$ cat src/rtl/nes_fbwr.sv
// Framebuffer writer: queues visible NES pixels in a FIFO and writes them as 32-bit words
// into one of two external framebuffers, flipping buffers at each frame end.
module nes_fbwr #(
  parameter int unsigned DEPTH = 16
) (
  input  logic        clk,
  input  logic        reset,
  input  logic [8:0]  outx,
  input  logic [8:0]  outy,
  input  logic        pxvalid,
  input  logic [23:0] pix,
  input  logic [31:0] base0,
  input  logic [31:0] base1,
  input  logic        swapen,
  input  logic        clrovf,
  output logic [31:0] memaddr,
  output logic [31:0] memwdata,
  output logic        memreq,
  input  logic        memack,
  output logic        stall,
  output logic        fbsel,
  output logic        framedone,
  output logic        overflow
);

  localparam int unsigned AW = $clog2(DEPTH);
  localparam logic [AW:0] FullLvl  = (AW+1)'(DEPTH);
  localparam logic [AW:0] StallLvl = (AW+1)'(DEPTH - 4);

  logic [15:0] off_mem  [DEPTH];
  logic [23:0] pix_mem  [DEPTH];
  logic        last_mem [DEPTH];

  logic [AW-1:0] wptr_q, rptr_q;
  logic [AW:0]   count_q, count_d;
  logic          stall_q, fbsel_q, framedone_q, overflow_q;

  logic        visible, last_in, push, pop, drop;
  logic [15:0] head_off;
  logic [23:0] head_pix;
  logic        head_last;

  assign visible   = pxvalid && (outx[8] == 1'b0) && (outy < 9'd240);
  assign last_in   = (outx == 9'd255) && (outy == 9'd239);
  assign memreq    = (count_q != '0);
  assign pop       = memreq && memack;
  // A full FIFO still accepts a pixel when the head leaves in the same cycle.
  assign push      = visible && ((count_q < FullLvl) || pop);
  assign drop      = visible && !push;

  assign head_off  = off_mem[rptr_q];
  assign head_pix  = pix_mem[rptr_q];
  assign head_last = last_mem[rptr_q];

  // Base selected at pop time, so entries behind a frame's last pixel land in the new buffer.
  assign memaddr   = (fbsel_q ? base1 : base0) +
                     {14'b0, (memreq ? head_off : 16'h0000), 2'b00};
  assign memwdata  = memreq ? {8'h00, head_pix} : 32'h0000_0000;

  assign stall     = stall_q;
  assign fbsel     = fbsel_q;
  assign framedone = framedone_q;
  assign overflow  = overflow_q;

  always_comb begin
    count_d = count_q;
    if (push && !pop) begin
      count_d = count_q + 1'b1;
    end else if (pop && !push) begin
      count_d = count_q - 1'b1;
    end
  end

  always_ff @(posedge clk) begin
    if (push) begin
      off_mem[wptr_q]  <= {outy[7:0], outx[7:0]};
      pix_mem[wptr_q]  <= pix;
      last_mem[wptr_q] <= last_in;
    end
  end

  always_ff @(posedge clk or posedge reset) begin
    if (reset) begin
      wptr_q      <= '0;
      rptr_q      <= '0;
      count_q     <= '0;
      stall_q     <= 1'b0;
      fbsel_q     <= 1'b0;
      framedone_q <= 1'b0;
      overflow_q  <= 1'b0;
    end else begin
      if (push) wptr_q <= wptr_q + 1'b1;
      if (pop)  rptr_q <= rptr_q + 1'b1;
      count_q     <= count_d;
      stall_q     <= (count_d >= StallLvl);
      framedone_q <= pop && head_last;
      if (pop && head_last && swapen) fbsel_q <= ~fbsel_q;
      if (drop) begin
        overflow_q <= 1'b1;
      end else if (clrovf) begin
        overflow_q <= 1'b0;
      end
    end
  end

endmodule
$ cat config.mk
export PLATFORM = sky130hd
export DESIGN_NAME = nes_fbwr
export DESIGN_NICKNAME = d
export VERILOG_FILES = /design/src/rtl/nes_fbwr.sv
export SDC_FILE = /design/constraint.sdc
export NUM_CORES = 1
export LEC_CHECK = 0
export CAP_MARGIN = 20
export CORE_ASPECT_RATIO = 0.75
export CORE_MARGIN = 8
export CORE_UTILIZATION = 59
export CTS_CLUSTER_DIAMETER = 100
export CTS_CLUSTER_SIZE = 30
export DETAILED_ROUTE_END_ITERATION = 8
export GPL_ROUTABILITY_DRIVEN = 0
export PLACE_DENSITY_LB_ADDON = 0.08
export RECOVER_POWER = 50
export SYNTH_ARGS = -nofsm -noshare
export SYNTH_HDL_FRONTEND = slang
export SYNTH_SLANG_ARGS = --single-unit
$ cat constraint.sdc
create_clock -name clk -period 5.7 [get_ports clk]
set_clock_uncertainty 0.1 [all_clocks]
set_input_delay 0.57 -clock clk [delete_from_list [all_inputs] [get_ports clk]]
set_output_delay 0.57 -clock clk [all_outputs]
set_load 0.02 [all_outputs]
==> flow_metrics.py, run 1 <==
metrics = {
    "floorplan": {
        "num_rows": 68,
        "initial_core_util_pct": 59.62,
        "pin_count": 181,
        "die_h_um": 202.6,
        "core-area_um2": 45940,
        "die_area_um2": 53650,
        "dieWidth_um": 264.8,
    },
    "finish": {
        "mostFrequentLayoutCells": "edfxtp_1 (656), mux4_2 (205), clkdlybuf4s50_1 (109), dlygate4sd3_1 (44), and2_1 (43)",
        "syn_to_final_growth_pct": 13.39,
        "final_cell_area_um2": 31060,
        "final_core_util_pct": 67.60,
        "drive_above_1_share_pct": 22.69,
        "multi_input_area_um2": 7034,
        "num-nets-final": 1599,
        "final_common_cell": "edfxtp_1",
        "nFillCells": 2938,
        "seqCellArea_um2": 20140,
    },
    "worst_setup_path": {
        "cp_slowest_cell": "mux4_2",
        "crit_buf_inv": 4,
        "cpPeakStageDelay_ns": 0.52,
        "r2r_cells": 8,
        "r2r-start": "rptr_q[0]",
        "r2r_end": "fbsel",
        "worstPathCellList": "buf_12, bufbuf_16, mux4_2, mux4_2, and2_1, ha_1, and3_1, a22o_1, o221ai_4, a21oi_4, buf_4, and3_1, xnor2_1, mux2i_1, clkdlybuf4s15_1",
        "cp_top_family": "multiplexers",
        "critical_path_peak_fanout": 18,
        "worstPathRequired_ns": 5.03,
        "startpoint_type": "register",
        "path_class": "reg2out",
        "rrSetupSlack_ns": 2.58,
        "crit_path_end_kind": "output pin",
        "cp.arrival_ns": 4.83,
    },
    "timing": {
        "fmax_mhz": 181.7,
        "worstMarginPinSlew_ns": 2.106,
        "rsz0062_at_grt": "false",
        "hold_ws_ns": 0.4108,
        "hold_viol": 0,
        "slew_violations": 34,
        "setup_slack_ns": 0.1952,
        "relSlewSlack_pct": -40.37,
        "final.period_utilization_pct": 96.57,
        "tns_ns": 0,
        "setup_viol_count_final": 0,
        "fin_crit_ns": 5.505,
    },
    "clock_network": {
        "clockBufferDepth": 3,
        "cts_sinks": 673,
        "cts_tree": "done",
        "cts-buffers-inserted": 26,
        "clk_latency_ns": 0.60,
        "root_buffer": "clkbuf_16",
        "clk_pin_slew_ns": 0.12,
        "htree_levels": 1,
    },
    "run": {
        "max_cap_violations": 1,
    },
    "global_route": {
        "antenna_found_initial": 7,
        "grt_max_degree": 45,
        "grt.total_usage_pct": 22.00,
        "grt_overflow_total": 0,
        "grt_pass1_vias": 13516,
        "grt_pass1_wl_um": 88130,
    },
    "synthesis": {
        "synth_flop_cell": "edfxtp_1",
        "synth_area_leaders": "edfxtp_1 (72%), mux4_2 (17%), dfrtp_1 (1.6%)",
        "synth_top_area_cell": "edfxtp_1",
        "postSynthAreaPerCell_um2": 21.57,
        "ys_seq_area_share_pct": 73.47,
        "ys_ff_latch": 673,
        "netlist_area_um2": 27390,
        "ys.warnings.count": 0,
        "ys_types": 57,
        "yosysTopAreaCellShare_pct": 71.92,
        "synth_edf_count": 656,
        "synth-async-reset-ratio_pct": 2.526,
        "syn_inst": 1270,
    },
    "placed_design": {
        "port_buffers": 172,
        "pre_cts_ws_ns": 0.3625,
        "place_hpwl_um": 34350,
        "postPlaceCellArea_um2": 30160,
    },
    "power_and_ir_drop": {
        "leakage_uw": 0.009836,
        "ir_drop_mv": 0.4006,
        "power_density_nw_per_um2": 482.3,
    },
    "detailed_routing": {
        "drt_iter0_drc": 1292,
        "drt_first_pass_iters": 5,
        "totalWireLength_um": 59730,
        "vias": 13193,
        "vias_per_cell": 6.377,
        "drc": 0,
        "routedWlPerCell_um": 28.87,
        "drt.antenna.violating_nets": 0,
    },
    "min_path": {
        "hold_class": "reg2reg",
        "min_to": "overflow",
        "hold_path_depth": 1,
        "worstHoldStart": "overflow",
    },
    "status": {
        "status": "complete, but fails checks",
        "failed_checks": "capacitance limit, slew limit",
    },
}
[layout make-up]
| cell class | instances | share of cell area (%) |
|---|---|---|
| Antenna cell | 2 | 0.01611 |
| Clock buffer | 35 | 2.204 |
| Clock inverter | 2 | 0.1168 |
| Inverter | 12 | 0.1450 |
| Multi-Input combinational cell | 524 | 22.65 |
| Sequential cell | 673 | 64.84 |
| Tap cell | 595 | 2.397 |
| Timing Repair Buffer | 226 | 7.634 |
[metrics by stage]
stage | std cells | total power, µW
after floorplan | 1277 | 10300
after global placement | 2022 | 12600
after detailed placement | 2022 | 12660
after CTS | 2064 | 14990
after global routing | 2068 | 15690
final | 2069 | 14980
[cell families after synthesis]
kind of cell,synth area share [%]
compound gates,1.526
simple gates,3.088
other cells,0.01369
flops,73.47
xor+xnor,1.183
buf+inv,1.526
fa+ha+maj,1.124
mux,18.07
[routing by layer]
metal	wire length [µm]	GRT usage, %
met4	1157	4.119
met1	26000	32.04
met2	28720	35.57
met5	20	0
met3	3834	3.881
[cell usage after synthesis (2+ instances only)]
cell type  instances
edfxtp_1         656
mux4_2           205
and2_1            44
nand2_1           32
nor2_1            28
buf_4             24
ha_1              23
clkbuf_1          22
xnor2_1           21
mux2_2            18
dfrtp_1           17
xor2_1            16
buf_1             15
a21oi_1           14
mux2i_1           13
inv_1             12
nand3_1           11
o21ai_0           10
nor3_1             7
a21o_1             6
o211ai_1           6
nand2b_1           5
nand4_1            5
and3_1             4
and4_1             4
buf_2              4
nor2b_1            4
o21a_1             4
a31oi_1            3
buf_6              3
a22o_1             2
a32oi_1            2
a41oi_1            2
nand4b_1           2
nor3b_1            2
or2_2              2
or4_1              2
[worst max path at each step]
stage	slack [ns]	to	cells after the start	startpoint
floorplan	0.77	last_mem[3]	5	outx[8]
finish	0.20	memaddr[24]	15	rptr_q[0]
global route	0.007	memaddr[24]	15	rptr_q[0]
global placement	0.41	memaddr[24]	13	rptr_q[0]
CTS	0.01	memaddr[11]	13	rptr_q[1]
detailed placement	0.36	memaddr[24]	13	rptr_q[0]
[worst reg2reg max path: stages, from the launching register on]
cell and delay, ns:
dfrtp_4 0.46, buf_4 0.13, buf_8 0.21, buf_6 0.56, mux4_2 0.64, mux4_2 0.54, and2_4 0.19, nand2_1 0.10
xnor2_1 0.12
[registers in the layout (all words and copies together) (netlist names)]
name / flops
count_q: 5
fbsel: 1
framedone: 1
last_mem: 16
off_mem: 256
overflow: 1
pix_mem: 384
rptr_q: 4
stall: 1
wptr_q: 4
[power breakdown]
| group | leakage (µW) | total [µW] | internal, µW | switching (µW) |
|---|---|---|---|---|
| logic | 0.00336 | 6930 | 3470 | 3460 |
| registers | 0.00612 | 5800 | 5590 | 206 |
| clock network | 0.000348 | 2250 | 863 | 1390 |
| total | 0.00984 | 15000 | 9920 | 5060 |
[repair_timing]
item                                    CTS  global route
gates cloned                              1             0
setup buffers                             4             3
resized for setup                        21            22
hold buffers                              0             0
endpoints found under the setup margin   24            24
Note: power is estimated with default switching activity, not from simulation.
==> run 2: changes to the inputs <==
--- a/config.mk
+++ b/config.mk
@@ -12,7 +12,6 @@
 export CTS_CLUSTER_DIAMETER = 100
 export CTS_CLUSTER_SIZE = 30
 export DETAILED_ROUTE_END_ITERATION = 8
-export GPL_ROUTABILITY_DRIVEN = 0
 export PLACE_DENSITY_LB_ADDON = 0.08
 export RECOVER_POWER = 50
 export SYNTH_ARGS = -nofsm -noshare
==> results of run 2 <==
Final layout, timing and power as in run 1 (identical DEF).
